File: src/rtl/rv32v_elem_sequencer.sv
// Element sequencer for RV32 vector ops: turns (sew, lmul, vl, vstart)
// into NUM_LANES-wide beats of element indices, lane enables and offsets.
//
// Ports:
//   CLK, RST          clock (rising edge), async active-high reset
//   start             begin a sequence (sampled in IDLE only)
//   flush             abort to IDLE, no done pulse
//   stall             hold the current beat
//   sew, lmul         element width / group multiplier encodings
//   vl, vstart        requested vector length, first element index
//   busy              sequencer is not IDLE
//   valid             beat present (RUN only)
//   elem_idx          lane i index = base+i in slice i
//   lane_en           lane i active (index below effective vl)
//   reg_off/byte_off  register in group / byte in register of base
//   last              final beat of the sequence
//   done              one-cycle completion pulse
//   illegal           one-cycle bad-configuration pulse
module rv32v_elem_sequencer #(
    parameter int VLEN      = 128,
    parameter int NUM_LANES = 2
) (
    input  logic                               CLK,
    input  logic                               RST,
    input  logic                               start,
    input  logic                               flush,
    input  logic                               stall,
    input  logic [2:0]                         sew,
    input  logic [2:0]                         lmul,
    input  logic [$clog2(VLEN):0]              vl,
    input  logic [$clog2(VLEN):0]              vstart,
    output logic                               busy,
    output logic                               valid,
    output logic [NUM_LANES*($clog2(VLEN)+1)-1:0] elem_idx,
    output logic [NUM_LANES-1:0]               lane_en,
    output logic [2:0]                         reg_off,
    output logic [$clog2(VLEN/8)-1:0]          byte_off,
    output logic                               last,
    output logic                               done,
    output logic                               illegal
);

    localparam int VLENB = VLEN / 8;
    localparam int VLW   = $clog2(VLEN) + 1;
    localparam int BOW   = $clog2(VLENB);
    // One extra bit so base+NUM_LANES can never wrap.
    localparam int IW    = VLW + 1;
    localparam int AW    = IW + 3;

    localparam logic [1:0] S_IDLE = 2'd0;
    localparam logic [1:0] S_RUN  = 2'd1;
    localparam logic [1:0] S_DONE = 2'd2;

    logic [1:0]    state_q,   state_d;
    logic [1:0]    sew_q,     sew_d;
    logic [IW-1:0] eff_vl_q,  eff_vl_d;
    logic [IW-1:0] base_q,    base_d;
    logic          illegal_q, illegal_d;

    logic [IW-1:0] sew_elems;
    logic [IW-1:0] vlmax;
    logic [IW-1:0] vl_ext;
    logic [IW-1:0] vstart_ext;
    logic [IW-1:0] eff_vl;
    logic          cfg_ok;
    logic          run;
    logic          last_int;
    logic [IW-1:0] lane_sum;
    logic [AW-1:0] addr;
    logic          addr_unused;

    // VLMAX = (VLEN >> (sew+3)) scaled by LMUL.
    always_comb begin
        sew_elems = '0;
        case (sew)
            3'd0:    sew_elems = IW'(VLEN / 8);
            3'd1:    sew_elems = IW'(VLEN / 16);
            3'd2:    sew_elems = IW'(VLEN / 32);
            default: sew_elems = IW'(VLEN / 64);
        endcase
        vlmax = '0;
        case (lmul)
            3'd0:    vlmax = sew_elems;
            3'd1:    vlmax = sew_elems << 1;
            3'd2:    vlmax = sew_elems << 2;
            3'd3:    vlmax = sew_elems << 3;
            3'd5:    vlmax = sew_elems >> 3;
            3'd6:    vlmax = sew_elems >> 2;
            3'd7:    vlmax = sew_elems >> 1;
            default: vlmax = '0;
        endcase
    end

    assign vl_ext     = IW'(vl);
    assign vstart_ext = IW'(vstart);
    assign eff_vl     = (vl_ext < vlmax) ? vl_ext : vlmax;
    assign cfg_ok     = (sew <= 3'd2) && (lmul != 3'd4)
                        && (vlmax != '0);

    assign run      = (state_q == S_RUN);
    assign last_int = (base_q + IW'(NUM_LANES)) >= eff_vl_q;

    always_comb begin
        state_d   = state_q;
        sew_d     = sew_q;
        eff_vl_d  = eff_vl_q;
        base_d    = base_q;
        illegal_d = 1'b0;
        if (flush) begin
            state_d = S_IDLE;
        end else begin
            case (state_q)
                S_IDLE: begin
                    if (start) begin
                        if (!cfg_ok) begin
                            illegal_d = 1'b1;
                        end else begin
                            sew_d    = sew[1:0];
                            eff_vl_d = eff_vl;
                            base_d   = vstart_ext;
                            state_d  = (vstart_ext >= eff_vl)
                                       ? S_DONE : S_RUN;
                        end
                    end
                end
                S_RUN: begin
                    if (!stall) begin
                        if (last_int) begin
                            state_d = S_DONE;
                        end else begin
                            base_d = base_q + IW'(NUM_LANES);
                        end
                    end
                end
                S_DONE:  state_d = S_IDLE;
                default: state_d = S_IDLE;
            endcase
        end
    end

    always_ff @(posedge CLK or posedge RST) begin
        if (RST) begin
            state_q   <= S_IDLE;
            sew_q     <= '0;
            eff_vl_q  <= '0;
            base_q    <= '0;
            illegal_q <= 1'b0;
        end else begin
            state_q   <= state_d;
            sew_q     <= sew_d;
            eff_vl_q  <= eff_vl_d;
            base_q    <= base_d;
            illegal_q <= illegal_d;
        end
    end

    always_comb begin
        elem_idx = '0;
        lane_en  = '0;
        lane_sum = '0;
        for (int i = 0; i < NUM_LANES; i++) begin
            lane_sum = base_q + IW'(i);
            if (run) begin
                elem_idx[i*VLW +: VLW] = lane_sum[VLW-1:0];
                lane_en[i] = (lane_sum < eff_vl_q);
            end
        end
    end

    // Byte address of base within the register group.
    assign addr        = AW'(base_q) << sew_q;
    assign addr_unused = ^addr[AW-1:BOW+3];

    assign busy     = (state_q != S_IDLE);
    assign valid    = run;
    assign last     = run && last_int;
    assign reg_off  = run ? addr[BOW+2:BOW] : 3'd0;
    assign byte_off = run ? addr[BOW-1:0] : '0;
    assign done     = (state_q == S_DONE);
    assign illegal  = illegal_q;

endmodule

File: config.mk
export PLATFORM = sky130hd
export DESIGN_NAME = rv32v_elem_sequencer
export DESIGN_NICKNAME = d
export VERILOG_FILES = /design/src/rtl/rv32v_elem_sequencer.sv
export SDC_FILE = /design/constraint.sdc
export NUM_CORES = 1
export LEC_CHECK = 0
export ABC_AREA = 1
export BUFFER_PORTS_ARGS = -buffer_cell sky130_fd_sc_hd__buf_2
export CORE_ASPECT_RATIO = 0.5
export CORE_MARGIN = 10
export CORE_UTILIZATION = 30
export DETAILED_ROUTE_END_ITERATION = 7
export PLACE_DENSITY = 0.53
export SLEW_MARGIN = 0
export SYNTH_ARGS = -nofsm -noshare
export SYNTH_HDL_FRONTEND = slang
export SYNTH_SLANG_ARGS = --single-unit
File: constraint.sdc
create_clock -name CLK -period 3.24 [get_ports CLK]
set_input_delay 0.648 -clock CLK [delete_from_list [all_inputs] [get_ports CLK]]
set_output_delay 0.648 -clock CLK [all_outputs]
set_load 0.05 [all_outputs]
# [Word-level counts from Yosys, hierarchy flattened]
# Index checks and enable logic that the tools add are counted.
[op_classes] n_eq_ne=19 addsub=2 order_cmp=6 bitwise_logic=1 mux=25 n_shift=1 reduce_logical=12
[ops] cell="case mux 8 bit (7 select lines)" count=1
[ops] cell="2-to-1 mux 9 bit" count=5
[ops] cell="< comparator 9 bit" count=2
[ops] cell="case mux 9 bit (2 select lines)" count=1
[ops] cell="2-to-1 mux 8 bit" count=2
[ops] cell="case mux 5 bit (3 select lines)" count=1
[ops] cell="2-to-1 mux 2 bit" count=6
[ops] cell="!= test 3 bit (second input constant)" count=4
[ops] cell="adder 9 x 1 -> 9 bit (second input constant)" count=1
[ops] cell="adder 9 x 2 -> 9 bit (second input constant)" count=1
[ops] cell="== test 3 x 2 -> 1 bit (second input constant)" count=3
[ops] cell="== test 3 bit (second input constant)" count=3
[ops] cell=">= comparator 8 x 9 -> 1 bit" count=1
[ops] cell=">= comparator 9 bit" count=1
[ops] cell="< comparator 8 x 9 -> 1 bit" count=1
[ops] cell="nonzero test 9 bit" count=1
[ops] cell="left shift 9 x 2 -> 7 bit" count=1
[ops] cell="!= test 2 bit (second input constant)" count=4
[ops] cell="AND reduction 4 bit" count=2
[ops] cell="== test 3 x 1 -> 1 bit (second input constant)" count=2
[ops] cell="zero test 3 bit" count=2
[ops] cell="2-to-1 mux 1 bit" count=6
[ops] cell="AND reduction 6 bit" count=1
[ops] cell="2-to-1 mux 4 bit" count=1
[ops] cell="10 further kinds" count=13
[totals] out_inout_bits=30 inputBits=27 register_bits=23

# [Logic depth before layout (Yosys ltp)]
[logic_depth] ltp_word=11 depth_mapped=25

# [Worst setup path after synthesis]
# No wires, ideal clock.
[synth_path] kind="register to output" start="register base_q[1]" end="output port lane_en[1]" slack_ns=-0.692 stages_incl_launch_ff=13 arrival_time_ns=3.284 cell_sequence="dfrtp_1 ha_1 nand2_1 inv_1 nand2_1 nor2_1 nand3_1 xor2_1 inv_1 ha_1 inv_1 o211ai_1 nor4_1"
[synth_between] elab_chain_len=3
[synth_rtl] element="start: declaration" line_no="57" text="logic [IW-1:0] base_q, base_d;"
[synth_rtl] element="start signal: assignment" line_no="152" text="base_q <= base_d;"
[synth_rtl] element="adder 9 x 1 -> 9 bit" line_no="162" text="lane_sum = base_q + IW'(i);"
[synth_rtl] element="< comparator 9 bit" line_no="165" text="lane_en[i] = (lane_sum < eff_vl_q);"
[synth_rtl] element="2-to-1 mux 1 bit" line_no="163" text="if (run) begin"
[synth_rtl] element="end: declaration" line_no="35" text="output logic [NUM_LANES-1:0] lane_en,"
# No other way between the ends.

# [Final worst setup path]
[layout_path] start="input port lmul[0]" end="register state_q[0]"
[layout_between] elab_chain_len=10
[layout_rtl] element="start: declaration" line_no="29" text="input logic [2:0] lmul,"
[layout_rtl] element="== test 3 bit (tied with other cells)" line_no="82" text="case (lmul)"
[layout_rtl] element="case mux 8 bit (7 select lines)" line_no="82"
[layout_rtl] element="< comparator 8 x 9 -> 1 bit" line_no="96" text="assign eff_vl = (vl_ext < vlmax) ? vl_ext : vlmax;"
[layout_rtl] element="2-to-1 mux 9 bit" line_no="96"
[layout_rtl] element=">= comparator 8 x 9 -> 1 bit" line_no="121" text="state_d = (vstart_ext >= eff_vl)"
[layout_rtl] element="2-to-1 mux 2 bit" line_no="122" text="? S_DONE : S_RUN;"
[layout_rtl] element="2-to-1 mux 2 bit" line_no="115" text="if (!cfg_ok) begin"
[layout_rtl] element="2-to-1 mux 2 bit" line_no="114" text="if (start) begin"
[layout_rtl] element="case mux 2 bit (2 select lines)" line_no="112" text="case (state_q)"
[layout_rtl] element="2-to-1 mux 2 bit" line_no="109" text="if (flush) begin"
[layout_rtl] element="end signal: assignment" line_no="149" text="state_q <= state_d;"
[layout_rtl] element="end: declaration" line_no="54" text="logic [1:0] state_q, state_d;"
# Several ways; a longest one is shown, not always the timed one. The select of a mux whose other input is x is not followed.
# A chain may end at the register's enable or synchronous reset.

==> results.txt <==
* Result of the run: finished, final reports clean
- Summing the sequential cell areas from Yosys gives 19.4% of the chip area.
- For this design, the slowest cell found on the critical path is sky130_fd_sc_hd__ha_4.
* Area added between synthesis and finish: 49.8%
- Grt total ovfl: 0
- Net count of the mapped netlist: 499
- Final routed wire length divided by cell count: 13.0 um
- Data arrival time at the worst-slack endpoint: 3390 ps
- Port buffer count: 56
* Final setup skew: 1.33 ps
* Net Sw Frac: 48.4%
- Total Routed Length: 8550 um
- CTS tree: built
- At the end of the flow, the number of nets in the layout was 610.
* Starting density of the core: 31.7%
- Crit. End Element: flip-flop
- Post-Syn Instances: 432
* Die Width: 158 um
- The initial antenna violation count was 0.
* First-pass GRT wire length: 13900 um
- Iteration count of the initial detailed-routing pass: 4
* Avg Inst Size Synth: 6.57 um^2
- Period utilization: 98.7%
- Maximum buffer depth of the clock tree: 2
- Most repeated cell in the gate-level netlist after synthesis: sky130_fd_sc_hd__nand2_1
- Most common library cells after synthesis: 98 x sky130_fd_sc_hd__nand2_1, 68 x sky130_fd_sc_hd__inv_1, 57 x sky130_fd_sc_hd__nor2_1, 40 x sky130_fd_sc_hd__ha_1, 23 x sky130_fd_sc_hd__o21ai_0
* Yosys reg bits: 22
* Number of antenna repair diodes: 0
* Post-route DRC violation count: 0
- The most used flip-flop cell after synthesis is sky130_fd_sc_hd__dfrtp_1.
* Clk pin slew, worst setup/hold paths: 60 ps
- Largest net degree at the start of global routing: 24
- Measured against its own limit, the worst slew margin works out to 42.5%.
- Vias per std cell: 4.53
- For the final routed database, the setup TNS stands at 0 ps.
- Routability-driven placement finished with a final weighted congestion of 0.842.
- Clock tree synthesis inserted a total of 3 buffers.
- Yosys attributes the largest share of cell area to sky130_fd_sc_hd__dfrtp_1 19%, sky130_fd_sc_hd__ha_1 18%, sky130_fd_sc_hd__nand2_1 13%, sky130_fd_sc_hd__inv_1 9.0%, sky130_fd_sc_hd__nor2_1 7.5%.
* Type of the worst setup path: primary input to flip-flop
- Clock sink total: 22
- Worst-case vdd ir drop: 0.191 mV
- Placed Instances: 639
* Number of distinct library cell variants in the gate-level netlist after synthesis: 40
- Post-Place Setup Slack: -413 ps
- Floorplan die height: 88.8 um
- Highest achievable clock rate: 313 MHz
- Max capacitance violation total: 0
* Number of setup violations in the final report: 0
* Gr usage total: 12.0%
* Library cell with the largest summed area after synthesis: sky130_fd_sc_hd__dfrtp_1
* Sw Pwr: 0.00118 W
- Worst-margin pin slew: 862 ps
- Hold/Removal Path Class: primary input to async pin
- Cell internal power was estimated by the tool at 0.00126 W.
- CP dominant cell by count: sky130_fd_sc_hd__nand2_1
- Top Family by Delay on Critical Path: simple AND/OR/NAND/NOR gates
- H-tree Lvls: 1
- Yosys printed 0 warnings.
- Registers take 554 um^2.
- In the final layout, the share of cells above drive strength 1 is 42.3%.
- Summing every instance area after synthesis gives 2840 um^2.
- The layout has 938 filler cells.
- Of the post-synthesis cell area, the dominant cell type holds 19.4%.
- After synthesis, the share of flip-flops with an asynchronous set or reset is 100%.
- Traced cell by cell, the critical path runs through buf_12 -> buf_4 -> nand3_4 -> nor2_2 -> nor2_1 -> nand3_1 -> inv_2 -> ha_4 -> a21oi_2 -> o21ai_2 -> a21oi_2 -> nand2_2 -> buf_6 -> nand2_1 -> o21a_1 -> inv_2 -> ha_4 -> a21oi_1 -> o21ai_1 -> nand2_1 -> o2111ai_2 -> nor3_2 -> nand4_1 -> nand2_1.
- Cell leakage power: 2.17 nW
* Core area: 8950 um^2
- Clock tree root driver cell: sky130_fd_sc_hd__clkbuf_16
- Detailed placement finished with a half-perimeter wire length of 6940 um.
- Combinational logic burns 69.5% of the power.
- Starting DRT DRC Count: 130
- Number of flops mapped to enable cells by yosys: 0
* Slew Limit Fails: 0
- Nature of the critical path startpoint: primary input
* Via count of the routed design: 2980
- Shortest clock period the worst path allows after layout: 3200 ps
- In the final layout, the multi-input gates occupy 2390 um^2.
* Worst-case setup margin in the final layout: 42.0 ps
* Maximum net fanout on the critical path: 5
- Flop pwr share: 19.8%
- Stage delay of the slowest cell on the critical path: 220 ps
* CP Data Required Time: 3430 ps
* Number of standard-cell rows in the floorplan: 24
- The hold violation count in the final report was 0.
- Hold is met by 560 ps.
- Vias in the first global route: 2860
- Once detail routing completed, the nets flagged for antenna violations numbered 0.
- Power spread over the standard cell area amounts to 576 nW/um^2.
- The clock network burns 10.6% of the power.
* Clock latency of the later-clocked register in the worst-skew pair: 250 ps
- Setup repair after global routing could not meet its margin everywhere.
* Number of top-level pins: 57
- For this run, the number of standard cells in the final layout without fillers is 658.
- The number of buffers and inverters on the critical path is 5.
- The floorplan step defined a die boundary enclosing 14000 um^2.
==> placed cells by master (no fill, tap or decap), drive strengths merged, types with 2 or more instances in the layout <==
cell type,synthesis,layout
nor3,8,8
nor4,3,3
nor2,60,60
dfrtp,22,22
o22ai,5,5
nand4,4,4
ha,40,40
nand3b,2,2
nand2,103,103
buf,7,115
clkbuf,3,4
a21boi,2,2
o21ai,35,35
nand3,22,22
a21oi,16,16
mux2i,4,4
xor2,9,9
o21a,8,8
inv,72,72
==> kinds of logic after synthesis <==
logic type / count (synthesis) / share of synthesized area [%]
simple gates: 205 / 32.0
xor+xnor: 9 / 2.78
mux: 4 / 1.41
compound gates: 70 / 14.9
fa+ha+maj: 40 / 17.6
flops: 22 / 19.4
buf+inv: 82 / 11.9
==> what timing repair did <==
action | CTS | global route
pin swaps | 23 | 35
setup buffers | 2 | 13
hold buffers | 0 | 0
endpoints found under the setup margin | 4 | 4
cloned | 1 | 0
gates resized for setup | 39 | 76
==> power groups by stage <==
stage	clock, W	combinational, W	sequential [W]
2_1_floorplan	0	0.00106	0.000458
3_3_place_gp	0	0.00145	0.000483
3_5_place_dp	0	0.00147	0.000484
4_1_cts	0.000267	0.00153	0.000478
5_1_grt	0.000277	0.00195	0.000500
6_report	0.000260	0.00170	0.000486
==> layout make-up <==
class / count / area share, %
Timing Repair Buffer: 116 / 18.7
Tap cell: 117 / 3.44
Sequential cell: 22 / 13.0
Multi-Input combinational cell: 328 / 56.3
Inverter: 72 / 6.77
Clock buffer: 3 / 1.77
==> flip-flops by register name, summed over array words and instances, names as in the netlist <==
signal,flops
sew_q,2
state_q,2
base_q,9
eff_vl_q,8
illegal,1
==> through the flow <==
| stage | cell area (um^2) | util (%) | power (W) |
|---|---|---|---|
| 6_report | 4250 | 47.5 | 0.00245 |
| 5_1_grt | 4250 | 47.5 | 0.00272 |
| 4_1_cts | 3850 | 43.0 | 0.00228 |
| 3_5_place_dp | 3610 | 40.3 | 0.00195 |
| 3_3_place_gp | 3610 | 40.3 | 0.00194 |
| 2_1_floorplan | 2930 | - | 0.00152 |
==> worst register-to-register path, cell delays in order (launching register included) <==
cell and delay [ps]:
sky130_fd_sc_hd__dfrtp_2 450, sky130_fd_sc_hd__ha_4 180, sky130_fd_sc_hd__nand2_1 90, sky130_fd_sc_hd__inv_2 60
sky130_fd_sc_hd__nand2_1 80, sky130_fd_sc_hd__buf_4 120, sky130_fd_sc_hd__xor2_1 200, sky130_fd_sc_hd__ha_1 260
sky130_fd_sc_hd__nand2_1 60, sky130_fd_sc_hd__inv_1 30, sky130_fd_sc_hd__nand2_1 50, sky130_fd_sc_hd__nand2_1 50
sky130_fd_sc_hd__nand2_1 70, sky130_fd_sc_hd__nand2_1 50, sky130_fd_sc_hd__nand2_1 110, sky130_fd_sc_hd__nand3_4 230
sky130_fd_sc_hd__nand2_1 150, sky130_fd_sc_hd__o21ai_2 60
==> metal layers <==
| metal | global-route usage [%] | vias to the layer above | part of all wire (%) |
|---|---|---|---|
| met3 | 1.65 | 7 | 4.6 |
| met4 | 2.87 | 0 | 0.99 |
| li1 | - | 1614 | - |
| met2 | 19.5 | 44 | 44 |
| met5 | 0 | - | 0 |
| met1 | 16.4 | 1315 | 51 |
==> worst paths after layout <==
kind	from	endpoint	slack, ps	cells past startpoint
max in group asynchronous	RST	base_q[1]$_DFFE_PP0P_	2080	2
min in group CLK	sew_q[1]$_DFFE_PP0P_	sew_q[1]$_DFFE_PP0P_	560	2
min reg2reg	sew_q[1]$_DFFE_PP0P_	sew_q[1]$_DFFE_PP0P_	560	2
max reg2reg	base_q[2]$_DFFE_PP0P_	base_q[4]$_DFFE_PP0P_	820	17
max	lmul[0]	state_q[0]$_DFFE_PP0P_	40	24
min	RST	base_q[8]$_DFFE_PP0P_	560	2
No activity file was read; power rests on OpenSTA's default activity.
